**src/rtl/alu_issue_stage.sv**
```systemverilog
// Command-issue / result-capture stage in front of the 8-bit combinational ALU.
// Optional ALU_ISSUE_ZFLAG_EN adds a registered res_zero flag next to res_data.
module alu_issue_stage #(
    parameter int unsigned FIFO_DEPTH = 4
) (
    input  logic       clk,
    input  logic       rst_n,
    input  logic       cmd_valid,
    output logic       cmd_ready,
    input  logic [4:0] cmd_op,
    input  logic [7:0] cmd_data,
    input  logic       cmd_cin,
    output logic [7:0] alu_a,
    output logic [7:0] alu_b,
    output logic       alu_cin,
    output logic [3:0] alu_sel,
    input  logic [7:0] alu_y,
    output logic       res_valid,
    input  logic       res_ready,
    output logic [7:0] res_data,
    output logic [7:0] acc
`ifdef ALU_ISSUE_ZFLAG_EN
    ,
    output logic       res_zero
`endif
);

    localparam int unsigned ADDR_W = $clog2(FIFO_DEPTH);
    localparam int unsigned PTR_W  = ADDR_W + 1;

    typedef struct packed {
        logic [4:0] op;
        logic [7:0] data;
        logic       cin;
    } cmd_t;

    typedef enum logic [1:0] {
        ST_IDLE,
        ST_EXEC,
        ST_STALL
    } state_t;

    cmd_t             r_mem [FIFO_DEPTH];
    logic [PTR_W-1:0] r_wr_ptr;
    logic [PTR_W-1:0] r_rd_ptr;
    logic [7:0]       r_acc;
    logic [7:0]       r_res_data;
    logic             r_res_valid;

    cmd_t   w_head;
    logic   w_empty;
    logic   w_full;
    logic   w_push;
    logic   w_pop;
    logic   w_exec_load;
    logic   w_exec_alu;
    state_t w_state;

    // Pointer MSB separates full from empty when the index bits match.
    assign w_empty = (r_wr_ptr == r_rd_ptr);
    assign w_full  = (r_wr_ptr[ADDR_W] != r_rd_ptr[ADDR_W]) &&
                     (r_wr_ptr[ADDR_W-1:0] == r_rd_ptr[ADDR_W-1:0]);
    assign w_head  = r_mem[r_rd_ptr[ADDR_W-1:0]];

    // Per-cycle issue decision from registered occupancy and the head entry.
    always_comb begin
        w_state = ST_IDLE;
        if (!w_empty) begin
            if (w_head.op[4] || !r_res_valid || res_ready) begin
                w_state = ST_EXEC;
            end else begin
                w_state = ST_STALL;
            end
        end
    end

    assign w_push      = cmd_valid && !w_full;
    assign w_pop       = (w_state == ST_EXEC);
    assign w_exec_load = w_pop &&  w_head.op[4];
    assign w_exec_alu  = w_pop && !w_head.op[4];

    assign cmd_ready = !w_full;
    assign alu_a     = r_acc;
    assign alu_b     = w_empty ? 8'h00 : w_head.data;
    assign alu_cin   = w_empty ? 1'b0  : w_head.cin;
    assign alu_sel   = w_empty ? 4'h0  : w_head.op[3:0];
    assign res_valid = r_res_valid;
    assign res_data  = r_res_data;
    assign acc       = r_acc;

    // Command storage; only entries between the pointers are ever observed.
    always_ff @(posedge clk) begin
        if (w_push) begin
            r_mem[r_wr_ptr[ADDR_W-1:0]] <= '{op: cmd_op, data: cmd_data, cin: cmd_cin};
        end
    end

    always_ff @(posedge clk or negedge rst_n) begin
        if (!rst_n) begin
            r_wr_ptr    <= '0;
            r_rd_ptr    <= '0;
            r_acc       <= 8'h00;
            r_res_data  <= 8'h00;
            r_res_valid <= 1'b0;
        end else begin
            if (w_push) begin
                r_wr_ptr <= r_wr_ptr + PTR_W'(1);
            end
            if (w_pop) begin
                r_rd_ptr <= r_rd_ptr + PTR_W'(1);
            end
            if (w_exec_load) begin
                r_acc <= w_head.data;
            end else if (w_exec_alu) begin
                r_acc <= alu_y;
            end
            // A same-cycle ALU result overrides the consumer handshake.
            if (w_exec_alu) begin
                r_res_data  <= alu_y;
                r_res_valid <= 1'b1;
            end else if (r_res_valid && res_ready) begin
                r_res_valid <= 1'b0;
            end
        end
    end

`ifdef ALU_ISSUE_ZFLAG_EN
    logic r_res_zero;

    assign res_zero = r_res_zero;

    always_ff @(posedge clk or negedge rst_n) begin
        if (!rst_n) begin
            r_res_zero <= 1'b0;
        end else if (w_exec_alu) begin
            r_res_zero <= (alu_y == 8'h00);
        end
    end
`endif

endmodule

```
**config.mk**
```make
export PLATFORM = sky130hd
export DESIGN_NAME = alu_issue_stage
export DESIGN_NICKNAME = d
export VERILOG_FILES = /design/src/rtl/alu_issue_stage.sv
export SDC_FILE = /design/constraint.sdc
export NUM_CORES = 1
export LEC_CHECK = 0
export ABC_CLOCK_PERIOD_IN_PS = 5600
export CORE_ASPECT_RATIO = 0.8
export CORE_MARGIN = 10
export CORE_UTILIZATION = 40
export CTS_BUF_LIST = sky130_fd_sc_hd__clkbuf_16
export CTS_CLUSTER_DIAMETER = 80
export DETAILED_ROUTE_END_ITERATION = 7
export PLACE_DENSITY_LB_ADDON = 0.15
export SYNTH_ARGS = -nofsm -noshare
export SYNTH_HDL_FRONTEND = slang
export SYNTH_SLANG_ARGS = --single-unit
```
**constraint.sdc**
```tcl
create_clock -name clk -period 5.6 [get_ports clk]
set_input_delay 1.68 -clock clk [delete_from_list [all_inputs] [get_ports clk]]
set_output_delay 1.68 -clock clk [all_outputs]
set_load 0.02 [all_outputs]
```
### Yosys cells after proc, flatten, opt, wreduce, memory -nomap -nowiden

Memories as Yosys holds them, arrays and structs flattened.
Cells that the tools add are included.

* output and inout bits: 39
* logic and storage cells: 35
* memories: 1
* bits of input ports: 26
* flip-flop bits (word level): 23
* memory bits (writable): 56

* eq/ne operators: 4
* $add $sub $neg: 2
* reduce and logical (&&, ||, !) cells: 12
* muxes and demuxes: 11

Memory list
* r_mem: depth 4, bits a word 14, read ports 1, clocked after memory_dff 0, write ports 1, line 43 `cmd_t r_mem [FIFO_DEPTH];`

Operator list (count)
* $mux W8: 3
* $add A3 B1 Y3 const B: 2
* $logic_and A1 B1 Y1: 5
* $mux W1: 5
* $mux W2: 2
* $mux W4: 1
* $reduce_bool A2 Y1: 2
* $eq A3 B3 Y1: 1
* $logic_not A1 Y1: 3
* $eq A2 B1 Y1 const B: 1
* $eq A2 B2 Y1: 1
* $logic_or A1 B1 Y1: 2
* $ne A1 B1 Y1: 1

### Depth between registers and ports, before layout

* depth after elaboration: 9
* gate-level depth with buffers: 6
* gate-level depth less buffers: 4

### Least setup slack after synthesis

Ideal clock, no wire load.

* path kind: reg-to-output
* start point: register r_rd_ptr[1]
* end point: output port alu_sel[1]
* setup slack: 2.432 ns
* buffers on the path: 2
* required time: 3.920 ns
* stages on the path, launching flop included: 6
* arrival time: 1.488 ns
* cell sequence: dfrtp_1 > buf_2 > xor2_1 > or3_1 > clkbuf_1 > and2_1

* longest elaborated chain between the ends: 2
* elaborated cells on any way between the ends: 3
* those cells by class: eq/ne (1); mux (1); memory (1)

RTL lines
* start: declaration: line 45 `logic [PTR_W-1:0] r_rd_ptr;`
* start signal: assignment: line 110 `r_rd_ptr <= r_rd_ptr + PTR_W'(1);`
* $mem_v2 Z4 W14 or $eq A3 B3 Y1 (tied branches)
* $mux W4 *: line 86 `assign alu_sel = w_empty ? 4'h0 : w_head.op[3:0];`
* end: declaration: line 16 `output logic [3:0] alu_sel,`

Mark *: on every way between the ends. The rest lies on a longest branch, timed or not.

### Worst setup path after layout

* start point: register r_rd_ptr[1]
* end point: output port alu_sel[3]

The elaborated chain is that of the path after synthesis.

==> out/results.ini <==
[setup_path]
worstRegToRegCells = 3
cp.depth = 4
critPathMaxStageDelay_ns = 0.86
crit_slowest_cell = dfrtp_1
worstSetupPathType = reg2out
worstPathMaxFanout = 21
r2r-end = r_mem[1][6]$_DFFE_PP_
reg2reg_from = r_rd_ptr[1]$_DFFE_PN0N_
startpoint = r_rd_ptr[1]$_DFFE_PN0N_
crit_path_end = alu_sel[3]
crit_path_end_kind = output pin
critPathArrivalTime_ns = 2.94
r2r_setup_slack_ns = 2.94
path_cells = xor2_1 > or3_1 > and2_1 > clkdlybuf4s50_1
worstPathRequired_ns = 3.92
critPathLaunchType = flop
critPathTopFamily = flip-flops
crit_buf_inv = 1

[die]
die_y_um = 101
coreArea_sq_um = 7980
die-area_sq_um = 12300
die_w_um = 121
rows = 29
start_util_pct = 41.2
io-pin-count = 65

[cts]
cts_root_buffer = clkbuf_16
cts_tree = done
postCtsSetupBuffers = 0
clkTransAtPathRegs_ns = 0.05
cts_resized = 0
cts_buffers = 9
htreeDepth = 3
clockBufferDepth = 2
clock_sinks = 79
holdBufCountCts = 0
clkLatencyLatePin_ns = 0.33

[timing]
finalHoldViolations = 0
setup_violations = 0
max_clock_freq_mhz = 217
slew_headroom_pct = 30.9
maxSlewViolCount = 0
fin_ws_ns = 0.984
fin_skew_ns = 0.00744
worst_pin_slew_ns = 1.03
rsz0062_at_grt = false
finalCritPeriodShare_pct = 82.4
setup_tns_ns = 0
period_needed_ns = 4.62
holdWs_ns = 0.484

[power]
power_mw = 2.84
peakVddDrop_v = 0.000261
power.leakage_nw = 1.53
power_density_nw_per_um2 = 669

[final_layout]
n_antenna_cell = 0
fin_nets = 283
layout.cells.non_filler = 365
final_util_pct = 53.2
fill_cells = 687
drive_gt1_share_pct = 13.6
synthToLayoutAreaGrowth_pct = 29.1
final_area_sq_um = 4250

[hold_path]
whs_path_depth = 1
hp-start = r_wr_ptr[2]$_DFFE_PN0P_
hold_class = reg2reg

[yosys]
yosysSeqAreaShare_pct = 68.6
ys_seq_elements = 79
synth.distinct_cells = 29
synth_cells = 192
synth_simple_gate_area_share_pct = 5.93
ys_async_sr_fraction_pct = 29.1
synthXorXnorAreaFrac_pct = 2.40
synth_ff_type = edfxtp_1
yosys.area.top_type = edfxtp_1
yosysMostFrequentCell = edfxtp_1
synthMuxAreaShare_pct = 14.1
synth.area.top_cells = edfxtp_1 51%, dfrtp_1 17%, mux4_2 6.8%
synth_commonest_cells = 56 x edfxtp_1, 23 x dfrtp_1, 17 x and2_1, 10 x mux2_2, 10 x mux4_2
synth_area_sq_um = 3290
synthesis.nets = 223
synth_adder_area_share_pct = 1.90
syn_avg_cell_area_sq_um = 17.1
synth_edf_count = 56
synth_top_area_share_pct = 51.1
synth_top_family_by_area = multiplexers
ys_warn_count = 0
synth_compound_area_share_pct = 3.54

[routing]
drtAntennaViolNets = 0
viasPerCell = 4.99
dr.first_iter.drc_count = 72
drc_errors = 0
drt_pass1_iterations = 4
wl_mm = 6.58
via_count = 1821
wl_per_cell_um = 18.0

[placement]
place_congestion = 0.699
place_area_sq_um = 3970
hpwl_mm = 4.54
place_ws_ns = 1.32
placed_cells = 349
io_buffers = 64

[global_routing]
grt_use_total_pct = 11.0
grt_max_degree = 24
overflow = 0
grt_pass1_wl_mm = 10.3
antenna_found_initial = 0
grt_pass1_vias = 1889

[job]
maxCapViolations = 0

[status]
run_status = completed

-- metal layers --
layer | vias to the layer above | part of all wire (%) | GRT usage, % | wire (um)
met5 | - | 0 | 0 | 0
met4 | 0 | 0.97 | 2.74 | 64
met3 | 8 | 8.4 | 5.49 | 550
met2 | 62 | 44 | 16.9 | 2920
met1 | 911 | 46 | 13.7 | 3040
li1 | 840 | - | - | -
-- cells in the final DEF (no fill, tap or decap), types with 2 or more instances in the layout --
cell	netlist	layout
mux2i_1	2	2
clkdlybuf4s50_1	0	64
a21oi_1	8	8
nand2_1	2	2
inv_1	3	6
ha_1	5	5
and2_1	17	17
xnor2_1	4	4
dfrtp_1	23	23
mux4_1	4	4
mux2_2	10	10
o22ai_1	8	8
nor2_1	8	8
o21ai_0	2	2
xor2_1	5	5
mux4_2	10	10
edfxtp_1	56	56
clkbuf_16	0	10
-- worst min path at each step --
stage          slack (ns)                      end
3_5_place_dp         0.48  r_wr_ptr[2]$_DFFE_PN0P_
3_3_place_gp         0.47  r_wr_ptr[2]$_DFFE_PN0P_
4_1_cts              0.49  r_wr_ptr[2]$_DFFE_PN0P_
2_1_floorplan        0.46  r_wr_ptr[2]$_DFFE_PN0P_
5_1_grt              0.52  res_data[7]$_DFFE_PN0P_
6_report             0.48  r_wr_ptr[2]$_DFFE_PN0P_
-- cell type report --
cell class / count / area [sq um] / share of cell area (%)
timing repair buffer: 65 / 648 / 15.3
clock inverter: 6 / 28.8 / 0.678
tap: 108 / 135 / 3.18
sequential: 79 / 2260 / 53.2
clock buffer: 10 / 250 / 5.89
inverter: 3 / 11.3 / 0.265
multi-input combinational: 94 / 916 / 21.6
-- report_power, final --
part	leakage, nW	internal, mW	switching [mW]
Combinational	0.599	0.665	0.704
Sequential	0.777	0.825	0.118
Clock	0.151	0.320	0.209
Total	1.53	1.81	1.03
-- state kept, by name, indices dropped and copies added, names as in the netlist --
register / cells
res_data: 8
r_mem: 56
r_rd_ptr: 3
acc: 8
res_valid: 1
r_wr_ptr: 3
-- kinds of logic (layout without fill, tap and decap cells) --
| kind of cell | Yosys count | in the layout |
|---|---|---|
| buf+inv | 19 | 84 |
| fa+ha+maj | 5 | 5 |
| xor+xnor | 9 | 9 |
| compound gates | 20 | 20 |
| simple gates | 34 | 34 |
| mux | 26 | 26 |
| flops | 79 | 79 |
No activity file was read; power rests on OpenSTA's default activity.
